### src/rtl/spi_nor_shifter.sv
// SPI mode-0 byte shifter for the NOR-flash controller: one byte per valid/ready handshake,
// MSB first, chip select held low across a multi-byte command until tx_last or abort.
module spi_nor_shifter #(
    parameter int unsigned CLK_DIV = 4
) (
    input  logic       p_clk,
    input  logic       p_reset_n,
    input  logic       tx_valid,
    output logic       tx_ready,
    input  logic [7:0] tx_data,
    input  logic       tx_last,
    input  logic       abort,
    output logic       rx_valid,
    output logic [7:0] rx_data,
    output logic       busy,
    output logic       s_clk,
    output logic       s_css,
    output logic       s_mosi,
    input  logic       s_miso
);

    typedef enum logic [2:0] {
        IDLE  = 3'd0,
        SETUP = 3'd1,
        SHIFT = 3'd2,
        GAP   = 3'd3,
        CSH   = 3'd4
    } state_t;

    localparam logic [7:0] RELOAD = 8'(CLK_DIV - 1);

    state_t     state_r, state_s;
    logic [7:0] cnt_r, cnt_s;
    logic [3:0] edge_r, edge_s;
    logic [7:0] tx_sh_r, tx_sh_s;
    logic       last_r, last_s;
    logic [7:0] rx_sh_r, rx_sh_s;
    logic [7:0] rx_data_r, rx_data_s;
    logic       rx_valid_r, rx_valid_s;
    logic       sclk_r, sclk_s;
    logic       css_r, css_s;
    logic       mosi_r, mosi_s;
    logic       accept_s;
    logic       abort_s;

    assign tx_ready = (state_r == IDLE) || (state_r == GAP);
    assign busy     = (state_r != IDLE);
    assign accept_s = tx_valid && tx_ready;
    assign abort_s  = abort && (state_r != IDLE);

    assign rx_valid = rx_valid_r;
    assign rx_data  = rx_data_r;
    assign s_clk    = sclk_r;
    assign s_css    = css_r;
    assign s_mosi   = mosi_r;

    // Next-state and next-output decode; abort overrides everything else, including an accept.
    always_comb begin
        state_s    = state_r;
        cnt_s      = cnt_r;
        edge_s     = edge_r;
        tx_sh_s    = tx_sh_r;
        last_s     = last_r;
        rx_sh_s    = rx_sh_r;
        rx_data_s  = rx_data_r;
        rx_valid_s = 1'b0;
        sclk_s     = sclk_r;
        css_s      = css_r;
        mosi_s     = mosi_r;
        if (abort_s) begin
            state_s = CSH;
            cnt_s   = RELOAD;
            css_s   = 1'b1;
            sclk_s  = 1'b0;
            mosi_s  = 1'b0;
        end else begin
            case (state_r)
                IDLE, GAP: begin
                    sclk_s = 1'b0;
                    if (accept_s) begin
                        state_s = SETUP;
                        cnt_s   = RELOAD;
                        edge_s  = 4'd0;
                        tx_sh_s = tx_data;
                        last_s  = tx_last;
                        css_s   = 1'b0;
                        mosi_s  = tx_data[7];
                    end else if (state_r == IDLE) begin
                        css_s = 1'b1;
                    end else begin
                        css_s = 1'b0;
                    end
                end
                SETUP, SHIFT: begin
                    if (cnt_r == 8'd0) begin
                        cnt_s   = RELOAD;
                        sclk_s  = ~sclk_r;
                        edge_s  = 4'(edge_r + 4'd1);
                        state_s = SHIFT;
                        if (!sclk_r) begin
                            // rising edge: capture s_miso
                            rx_sh_s = {rx_sh_r[6:0], s_miso};
                        end else if (edge_r == 4'd15) begin
                            rx_valid_s = 1'b1;
                            rx_data_s  = rx_sh_r;
                            if (last_r) begin
                                state_s = CSH;
                            end else begin
                                state_s = GAP;
                            end
                        end else begin
                            tx_sh_s = {tx_sh_r[6:0], 1'b0};
                            mosi_s  = tx_sh_r[6];
                        end
                    end else begin
                        cnt_s = cnt_r - 8'd1;
                    end
                end
                CSH: begin
                    css_s  = 1'b1;
                    sclk_s = 1'b0;
                    if (cnt_r == 8'd0) begin
                        state_s = IDLE;
                    end else begin
                        cnt_s = cnt_r - 8'd1;
                    end
                end
                default: begin
                    state_s = IDLE;
                    css_s   = 1'b1;
                    sclk_s  = 1'b0;
                    mosi_s  = 1'b0;
                end
            endcase
        end
    end

    // State and output registers.
    always_ff @(posedge p_clk or negedge p_reset_n) begin
        if (!p_reset_n) begin
            state_r    <= IDLE;
            cnt_r      <= 8'd0;
            edge_r     <= 4'd0;
            tx_sh_r    <= 8'd0;
            last_r     <= 1'b0;
            rx_sh_r    <= 8'd0;
            rx_data_r  <= 8'd0;
            rx_valid_r <= 1'b0;
            sclk_r     <= 1'b0;
            css_r      <= 1'b1;
            mosi_r     <= 1'b0;
        end else begin
            state_r    <= state_s;
            cnt_r      <= cnt_s;
            edge_r     <= edge_s;
            tx_sh_r    <= tx_sh_s;
            last_r     <= last_s;
            rx_sh_r    <= rx_sh_s;
            rx_data_r  <= rx_data_s;
            rx_valid_r <= rx_valid_s;
            sclk_r     <= sclk_s;
            css_r      <= css_s;
            mosi_r     <= mosi_s;
        end
    end

endmodule

### config.mk
export PLATFORM = sky130hd
export DESIGN_NAME = spi_nor_shifter
export DESIGN_NICKNAME = d
export VERILOG_FILES = /design/src/rtl/spi_nor_shifter.sv
export SDC_FILE = /design/constraint.sdc
export NUM_CORES = 1
export LEC_CHECK = 0
export ABC_AREA = 1
export CORE_AREA = 2 2 64 66
export DETAILED_ROUTE_END_ITERATION = 8
export DIE_AREA = 0 0 66 68
export DONT_BUFFER_PORTS = 1
export PLACE_DENSITY_LB_ADDON = 0.25
export SKIP_CTS_REPAIR_TIMING = 1
export SYNTH_ARGS = -nofsm -noshare
export SYNTH_HDL_FRONTEND = slang
export SYNTH_SLANG_ARGS = --single-unit
### constraint.sdc
create_clock -name p_clk -period 1.85 [get_ports p_clk]
set_input_delay 0.2775 -clock p_clk [delete_from_list [all_inputs] [get_ports p_clk]]
set_output_delay 0.2775 -clock p_clk [all_outputs]
set_load 0.03 [all_outputs]
# Word-level counts from Yosys, hierarchy flattened
# Index checks and enable logic that the tools add are counted.
# totals
register_bits,43
inputBits,14
output_inout_bits,14
wordCells,89
# op_classes
addsub,2
n_eq_ne,17
n_mux,39
n_bitwise,2
reduce_logical,18
# ops
op,n
$mux 8,4
$mux 7,4
$pmux 8 s3,1
$mux 3,7
$ne 3x3->1 const B,6
$mux 1,16
$pmux 7 s2,1
$ne 2x2->1 const B,6
$reduce_and 5->1,2
$pmux 3 s3,1
$reduce_and 3->1,3
$logic_not 8->1,1
$mux 4,2
$pmux 4 s2,1
$reduce_and 4->1,2
$sub 8x1->8 const B,1
$eq 3x2->1 const B,2
$reduce_and 6->1,1
$add 4x1->4 const B,1
$eq 4x4->1 const B,1
$reduce_bool 4->1,1
$reduce_or 2->1,2
$eq 3x1->1 const B,1
$eq 3x3->1 const B,1
8 further kinds,10

# Longest topological paths before layout
# Gate-level depths: netlist of the first run.
# depth
word_depth,6
ltp_mapped,11
mapped_depth_nobuf,11

# Least setup slack after synthesis of the first run
# Ideal clock, no wire load.
# synth_path
path_type,register to register
start,reg cnt_r[0]
end,reg rx_data_r[5] (netlist: rx_data[5])
setup_time_ps,119
arrival_ps,1434
t_required_ps,1731
setup_slack_ps,298
stages_incl_launch_ff,11
n_path_buf,1
period_less_slack_ps,1552
cell_sequence,dfrtp_1 > inv_1 > ha_1 > nand2_1 > nor2_1 > inv_1 > nor2_4 > nand2_2 > buf_6 > nand2_1 > o21ai_2
# synth_between
elab_chain_len,2
# synth_rtl
item,line,rtl
from (decl),33,"logic [7:0] cnt_r, cnt_s;"
from (signal assigned),154,cnt_r <= cnt_s;
$logic_not 8->1,95,if (cnt_r == 8'd0) begin
$reduce_and 5->1 (no source line),-,
to (signal assigned),159,rx_data_r <= rx_data_s;
to (decl),38,"logic [7:0] rx_data_r, rx_data_s;"
# No other way between the ends.
# A chain may end at the register's enable or synchronous reset.

# Final worst setup path of the first run
# layout_path
start,reg cnt_r[0]
end,reg rx_sh_r[0]
# layout_between
elab_chain_len,2
# layout_rtl
item,line,rtl
$logic_not 8->1,95,
$reduce_and 4->1 (no source line),-,
to (signal assigned),158,rx_sh_r <= rx_sh_s;
to (decl),37,"logic [7:0] rx_sh_r, rx_sh_s;"
# No other way between the ends.

==> results of run 1 <==
worst max-delay path, stage by stage, from the launching register on:
cell,delay (ps)
dfrtp_1,380
inv_1,150
ha_4,190
nand2_1,90
nor2_2,140
inv_1,80
nor2_4,150
nand3_4,210
nor2_2,150
a21oi_2,40
cells in the mapped netlist, types with 3 or more instances:
cell type and instances:
xor2_1 3, nand3_4 3, o21ai_2 10, inv_1 27
o21ai_1 6, dfrtp_1 42, nand4_1 6, nand2_2 7
nand3_1 29, nor2_2 4, o21ai_0 14, nor2_1 15
nand2_1 100, a21oi_1 3
registers in the layout (all words and copies together), names as in the netlist:
register  count
cnt_r         8
edge_r        4
last_r        1
rx_data       8
rx_sh_r       8
rx_valid      1
s_clk         1
s_css         1
s_mosi        1
state_r       3
tx_sh_r       7
power by group through the flow:
stage / clock network [W] / registers (W) / logic, W
finish: 0.000722 / 0.00136 / 0.00193
global route: 0.000795 / 0.00139 / 0.00218
global placement: 0 / 0.00138 / 0.00183
CTS: 0.000744 / 0.00136 / 0.00187
floorplan: 0 / 0.00135 / 0.00145
detailed placement: 0 / 0.00138 / 0.00187
metal layers:
| layer | part of all wire [%] | GRT usage, % | wire [um] |
|---|---|---|---|
| met1 | 45 | 28.2 | 2050 |
| met2 | 48 | 37.2 | 2160 |
| met3 | 4.1 | 5.76 | 185 |
| met4 | 2.6 | 9.44 | 116 |
| met5 | 0 | 0 | 0 |
metrics by stage:
stage	power, W	setup TNS (ps)	hold WS (ps)	setup WS [ps]	util, %
global route	0.00437	-0.793	109	-0.793	66.9
global placement	0.00321	0	-17.0	144	62.4
CTS	0.00398	0	-347	86.9	65.3
detailed placement	0.00324	0	-17.1	101	62.4
floorplan	0.00281	0	-18.1	298	-
finish	0.00402	0	120	155	66.9
cells in the final DEF (no fill, tap or decap), drive strengths merged:
cell           n
nand2        109
dfrtp         42
nand3         32
inv           31
o21ai         31
nor2          21
buf            9
nand4          6
clkbuf         5
a21oi          5
xor2           3
nor3           2
ha             2
clkinv         2
o211ai         1
bufinv         1
dlygate4sd3    1
dfstp          1
worst paths after layout:
kind / slack, ps / to / depth (start not counted) / start
max: 150 / rx_sh_r[0]$_DFFE_PN0P_ / 9 / cnt_r[0]$_DFFE_PN0P_
min: 120 / rx_sh_r[0]$_DFFE_PN0P_ / 2 / s_miso
max reg2reg: 150 / rx_sh_r[0]$_DFFE_PN0P_ / 9 / cnt_r[0]$_DFFE_PN0P_
min reg2reg: 480 / tx_sh_r[2]$_DFFE_PN0P_ / 2 / tx_sh_r[2]$_DFFE_PN0P_
max in group asynchronous: 1130 / s_css$_DFFE_PN1P_ / 2 / p_reset_n
min in group asynchronous: 460 / cnt_r[5]$_DFFE_PN0P_ / 2 / p_reset_n
cells by family after synthesis:
family	count (synthesis)
and+or+nand+nor	170
DFF	43
AOI/OAI and AO/OA	37
buffers and inverters	36
xor gates and xnor gates	3
adders and majority gates	2
layout make-up:
| class | count | area share, % |
|---|---|---|
| Clock buffer | 5 | 2.67 |
| Clock inverter | 3 | 1.70 |
| Inverter | 31 | 4.70 |
| Multi-Input combinational cell | 212 | 43.0 |
| Sequential cell | 43 | 41.8 |
| Tap cell | 50 | 2.42 |
| Timing Repair Buffer | 10 | 3.78 |
==> summary.txt, run 1 <==
Run status: complete, no violations
Critical path peak fanout: 17
Grt total ovfl: 0
Area contributors post-synth: dfrtp_1 (45%), nand2_1 (16%), nand3_1 (6.2%)
Die outline width: 66 um
Post-DRT Antenna Nets: 0
Dpl cells: 344
Cell leakage power: 1.32 nW
Post-Synth XOR/XNOR Area: 1.13%
DRT Pass-1 Iters: 4
Tmin final: 1700 ps
Fraction of layout cells with a size suffix above 1: 18.4%
DRC violations left: 0
Gate power share: 48.1%
Clock Pin Slew Worst Setup and Hold Paths: 80 ps
WP data required: 2040 ps
Register cell area after layout: 1080 um^2
Worst Max-Slew Pin Slew: 336 ps
Sequential element share of the synthesized area: 46.4%
Clk Latency, worst-skew pair: 300 ps
Routed WL per cell: 12.7 um
Post-Synth Simple-Gate Area: 34.0%
Max-slew headroom: 77.5%
Largest family of logic cells by synthesized area: simple AND/OR/NAND/NOR gates
Max Clk Rate: 590 MHz
Max-cap viol count: 0
GRT Util Overall: 22.5%
Detailed Place HPWL: 3220 um
H-tree levels: 2
CP arrival: 1880 ps
Cell Count, Final, Fillers Out: 354
Ys async rst share: 100%
Post-synthesis mux area share: 0%
Pint: 0.00221 W
Switching power: 0.00181 W
Die Y: 68 um
Vias per cell: 5.23
Area growth from synthesis to layout: 11.0%
Net count, final: 319
Tcrit/Tclk final: 91.6%
Worst Hold Class: input port to flop
Vias in the first global route: 1700
Top_reg_cell synth: dfrtp_1
CTS tree: yes
Initial DRC count: 163
Final number of max-transition violations: 0
Ys Warns: 0
Syn Nets: 307
Final hold violations: 0
Ant. Diodes: 0
Num rows: 23
Clock Sinks: 43
CTS root buf: clkbuf_8
Via count: 1850
Synth Area in Adders: 1.08%
Die area: 4490 um^2
Fill count: 325
Placer Congestion: 0.831
Initial Util: 60.3%
Synth Register Bits: 43
CTS Buffer Depth: 2
Routed WL: 4510 um
Post-DP Area: 2410 um^2
Clock network fraction of design power: 18.0%
Worst vdd ir: 0.891 mV
Crit end category: flop
Worst Clk Skew: 8.06 ps
Netlist Area Pre-Place: 2320 um^2
Synthesized area per cell: 7.98 um^2
Area leader, netlist: dfrtp_1
Synth cell types: 28
Port bufs: 0
Setup CP Type: flop to flop
Num CTS Buffers: 5
Largest net degree at the start of global routing: 44
Mapped Cells: 291
First-pass GRT wire length: 7610 um
Design area: 2580 um^2
Synth Area in Compound Gates: 10.5%
Initial antenna violation count: 0
Setup crit start kind: flop
Net switching fraction of the power: 45.1%
Final setup violation count: 0
Placeable core area: 3860 um^2
Reg power frac: 34.0%
Multi-input gate area: 1110 um^2
IO Count: 28
Post-synth top area share: 45.2%
Number of synthesized flops with an enable pin: 0
Power Dens Cells: 1560 nW/um^2
(Power assumes the default switching activity.)
==> inputs of run 2 (changes only) <==
Settings changed: CTS_CLUSTER_SIZE set to 20, SLEW_MARGIN set to 10.
==> results of run 2 <==
The final DEF is identical to that of run 1; final timing and power are the same.
==> RTL change 1 (settings of run 2) <==
Encoding of `state_t`: now one-hot (5 bits for 5 states).
--- a/src/rtl/spi_nor_shifter.sv
+++ b/src/rtl/spi_nor_shifter.sv
@@ -20,10 +20,10 @@
 );
 
-    typedef enum logic [2:0] {
-        IDLE  = 3'd0,
-        SETUP = 3'd1,
-        SHIFT = 3'd2,
-        GAP   = 3'd3,
-        CSH   = 3'd4
+    typedef enum logic [4:0] {
+        IDLE  = 5'b00001,
+        SETUP = 5'b00010,
+        SHIFT = 5'b00100,
+        GAP   = 5'b01000,
+        CSH   = 5'b10000
     } state_t;
 
Behaviour: same outputs for any inputs over 10 cycles, from zero or initial values and one cycle with p_reset_n low; not proved beyond that.
==> RTL change 1 against run 2 <==
- area after synthesis grew 6.4%
- die area is the same
- power shrank 3.7%
- routed wire length grew 1.6%
- sequential share of layout area grew 0.10 points
- critical path depth shrank 4
- via count grew 2.3%
- setup slack lost 0.028 ns
- sequential cell count grew 2
- count of clock-buffer cells in the layout is the same
- non-clock buffer count shrank 3
- cell area grew 4.5%
- critical path type is now reg -> out
- largest power group unchanged
==> RTL change 1: results (changes against run 2) <==
Global route
  – Vias in the first global route: 1679 (-1.2%)
  – Grt met1 use: 29.35% (+1.1 points)
  – M2 GR Usage: 36.99% (-0.25 points)
  – Pin count of the biggest net entering global routing: 46 (+4.5%)

Timing
  – Hold_ws: 0.1113 ns (-0.008999 ns)
  – Final worst setup slack: 0.1271 ns (-0.02793 ns)
  – Slew headroom: 77.78% (+0.25 points)

Yosys
  – Largest cells by area after synthesis: dfrtp_1 (44%), nand2_1 (20%), inv_1 (4.4%), nor2_1 (3.3%), nand3_1 (3.0%)
  – Compound-Gate Fraction of Synth Area: 6.684% (-3.8 points)
  – Synth Area in Adders: 1.519% (+0.44 points)
  – Syn Area/Cell: 7.895 µm² (-1.1%)
  – Netlist cell types: 29 (+3.6%)
  – Syn Nets: 330 (+7.5%)
  – Post-Synth XOR/XNOR Area: 2.127% (+1.0 points)
  – Mux cell area share after synthesis: 0.4051% (+0.41 points)

Min path
  – Worst Hold End: tx_sh_r[0]$_DFFE_PN0P_

Worst setup path
  – CP max FO: 5 (-12)
  – Capture point of the critical path: tx_ready
  – FF-to-FF Start: state_r[0]$_DFFE_PN1P_
  – Reg2reg end: rx_sh_r[2]$_DFFE_PN0P_
  – CP delay by family, top: flip-flops

Detailed routing
  – DR vias: 1893 (+2.3%)
  – Routed WL: 4581 µm (+1.6%)
  – DRC marker count from the first detailed-route iteration: 136 (-17%)

Run status
  – Status: finished, final reports clean

Final layout
  – Final nets: 339 (+6.3%)
  – Non-Filler Instances: 373 (+5.4%)
  – Filler Cells Inserted: 322 (-0.92%)

Pwr
  – Total power: 0.003867 W (-3.7%)
## RTL change 1: changes by cell type after synthesis, moves of 3 or more
cell	change
nor2_1	+7
nand3_2	+4
nand2_1	+30
o21ai_0	-9
o21ai_1	+3
nand3_1	-14
nand4_1	-4
## RTL change 1: layout make-up
class | instances | area [µm²] | area share [%]
clock buffers | 5 | 68.82 | 2.552
clock inverters | 3 | 68.82 | 2.552
inverters | 32 | 120.1 | 4.455
multi-input cells | 231 | 1172 | 43.48
flip-flops and latches | 45 | 1129 | 41.86
well taps | 50 | 62.56 | 2.320
repair buffers | 7 | 75.07 | 2.784
## RTL change 1: worst register-to-register path, cell delays in order (launching register included)
cell and delay, ns:
dfstp_2 0.57, inv_2 0.05, nor2_2 0.11, nand3_4 0.12
nand2_4 0.18, nand2_1 0.09, inv_2 0.09, nand3_4 0.20
nand2_1 0.15, o21ai_2 0.06
## RTL change 1: per-layer routing
metal  share of wire [%]  up-vias
li1                    -      992
met1                  46      870
met2                  50       26
met3                 3.5        5
met4                0.68        0
met5                   0        -
==> RTL change 2 (flow settings as in run 2) <==
Without the edit above. Take the reset off `tx_sh_r`, `rx_sh_r` and `rx_data_r` and load them in a clocked block of their own.
--- a/src/rtl/spi_nor_shifter.sv
+++ b/src/rtl/spi_nor_shifter.sv
@@ -142,8 +142,5 @@
             cnt_r      <= 8'd0;
             edge_r     <= 4'd0;
-            tx_sh_r    <= 8'd0;
             last_r     <= 1'b0;
-            rx_sh_r    <= 8'd0;
-            rx_data_r  <= 8'd0;
             rx_valid_r <= 1'b0;
             sclk_r     <= 1'b0;
@@ -154,8 +151,5 @@
             cnt_r      <= cnt_s;
             edge_r     <= edge_s;
-            tx_sh_r    <= tx_sh_s;
             last_r     <= last_s;
-            rx_sh_r    <= rx_sh_s;
-            rx_data_r  <= rx_data_s;
             rx_valid_r <= rx_valid_s;
             sclk_r     <= sclk_s;
@@ -165,4 +159,10 @@
     end
 
+    always_ff @(posedge p_clk) begin
+        tx_sh_r   <= tx_sh_s;
+        rx_sh_r   <= rx_sh_s;
+        rx_data_r <= rx_data_s;
+    end
+
 endmodule
 
Check against the original RTL: no difference found for any inputs over 10 cycles, from zero or initial values and one cycle with p_reset_n low; that may be too few to reach the edited logic, so the function may still have changed.
==> RTL change 2 against run 2 <==
- clock power about the same
- area after synthesis down 9.7%
- utilization down 5.6 points
- critical path depth up 1
- sequential cell count unchanged
- critical path type unchanged
- setup slack better by 0.0031 ns
- routed wire length down 11%
- sequential share of layout area up 8.7 points
- power down 6.5%
- worst hold slack worse by 0.049 ns
- cell area down 8.3%
- largest cell class is now registers
- count of clock-buffer cells in the layout unchanged
==> RTL change 2: results (changes against run 2) <==
Run status
  – Status: finished, final reports clean

Pwr
  – P_leak: 1.070 nW (-19%)
  – Worst VDD drop: 651.3 µV (-27%)

Global route
  – First-pass GRT wire length: 6486 µm (-15%)
  – Total GRT Usage: 19.41% (-3.1 points)
  – Vias in the first global route: 1399 (-18%)
  – Pin count of the biggest net entering global routing: 21 (-52%)

Worst setup path
  – Critical-path top delay cell: dfrtp_1
  – WP data required: 1.86 ns (-0.18 ns)
  – Biggest cell delay along the critical path: 0.44 ns (+0.06 ns)
  – Reg2reg end: tx_sh_r[4]$_DFFE_PP_
  – FF-to-FF Start: state_r[0]$_DFFE_PN0P_

Detailed routing
  – 1st-pass router iterations: 5 (+1)
  – Drt wl/cell: 13.30 µm (+4.4%)

Placed design
  – DP Area: 2237 µm² (-7.1%)
  – GP Congestion: 0.8220 (-1.0%)
  – Pre-CTS setup slack: 0.1486 ns (+0.04741 ns)
  – DP HPWL: 2926 µm (-9.1%)

Yosys
  – Netlist cell types: 30 (+7.1%)
  – Commonest register cell after synthesis: edfxtp_1
  – Register area share after synthesis: 56.83% (+10 points)
  – Largest cells by area after synthesis: edfxtp_1 (33%), dfrtp_1 (23%), nand2_1 (13%), nand3_1 (4.8%), nor2_1 (4.3%)
  – Ys async rst share: 46.51% (-53 points)
  – Syn Nets: 247 (-20%)
  – Synth top cells by count: nand2_1 (71), nor2_1 (24), edfxtp_1 (23)

Min path
  – Worst Hold End: rx_sh_r[0]$_DFFE_PP_
  – Worst Hold Depth: 0 (-2)

Final layout
  – Final nets: 265 (-17%)
  – Filler Cells Inserted: 324 (-0.31%)

Timing
  – Slew headroom: 38.04% (-39 points)
  – Final period utilization: 91.45% (-0.17 points)
  – Skew final: 0.006510 ns (-0.001552 ns)
==> RTL change 2: changes by cell type in the layout (fill, tap and decap cells not counted), moves of 3 or more <==
| cell | delta |
|---|---|
| nor2_1 | +9 |
| inv_1 | -8 |
| nand2_1 | -29 |
| edfxtp_1 | +23 |
| nand2_2 | -3 |
| o21ai_0 | -5 |
| nand3_1 | -9 |
| o21ai_2 | -10 |
| buf_4 | +5 |
| nand3_2 | +3 |
| dfrtp_1 | -23 |
==> RTL change 2: final cells by class <==
cell class | instances | area, µm² | area share (%)
Multi-Input combinational cell | 160 | 792.0 | 33.49
Timing Repair Buffer | 14 | 107.6 | 4.550
Tap cell | 50 | 62.56 | 2.646
Clock inverter | 3 | 43.79 | 1.852
Sequential cell | 43 | 1192 | 50.42
Inverter | 25 | 97.59 | 4.127
Clock buffer | 5 | 68.82 | 2.910
==> RTL change 2: routing by layer <==
| metal | vias to the layer above | GRT usage (%) | wire [µm] |
|---|---|---|---|
| met5 | - | 0 | 0 |
| met4 | 0 | 5.867 | 51 |
| met3 | 8 | 5.428 | 238 |
| met2 | 51 | 29.67 | 1809 |
| met1 | 681 | 27.14 | 1892 |
| li1 | 794 | - | - |
==> RTL change 2: power by group <==
group	internal, W	switching [W]
clock	0.000402	0.000319
sequential	0.00127	0.000175
combinational	0.000546	0.00105
==> RTL change 2: worst max-delay path by stage <==
stage / cells after the start / to / start
4_1_cts: 7 / rx_data[3]$_DFFE_PP_ / cnt_r[0]$_DFFE_PN0P_
3_5_place_dp: 9 / tx_sh_r[0]$_SDFFCE_PP0P_ / cnt_r[0]$_DFFE_PN0P_
3_3_place_gp: 7 / rx_data[3]$_DFFE_PP_ / cnt_r[0]$_DFFE_PN0P_
6_report: 10 / tx_sh_r[4]$_DFFE_PP_ / state_r[0]$_DFFE_PN0P_
2_1_floorplan: 6 / rx_data[0]$_DFFE_PP_ / state_r[0]$_DFFE_PN0P_
5_1_grt: 9 / tx_sh_r[4]$_DFFE_PP_ / cnt_r[1]$_DFFE_PN0P_
==> RTL change 2: stage by stage <==
stage / std cells / hold slack (ns)
after detailed placement: 291 / -0.01740
final: 300 / 0.07176
after CTS: 299 / -0.3366
after global routing: 300 / 0.05963
after floorplan: 231 / -0.01809
after global placement: 291 / -0.01737
==> RTL change 2: cell families (layout without fill, tap and decap cells) <==
group	Yosys count	in the layout	synth area share (%)
compound gates	20	20	5.546
simple gates	135	135	29.28
flops	43	43	56.83
buf+inv	28	47	5.784
fa+ha+maj	2	2	1.192
mux	1	1	0.5366
xor+xnor	2	2	0.8350
==> RTL change 2: worst max-delay path: cells and delay by family (launching register included) <==
family	cells	cell delay [ns]
AND/OR/NAND/NOR	6	0.56
flip-flops	1	0.44
buffers and inverters	3	0.26
AO/OA/AOI/OAI	1	0.14
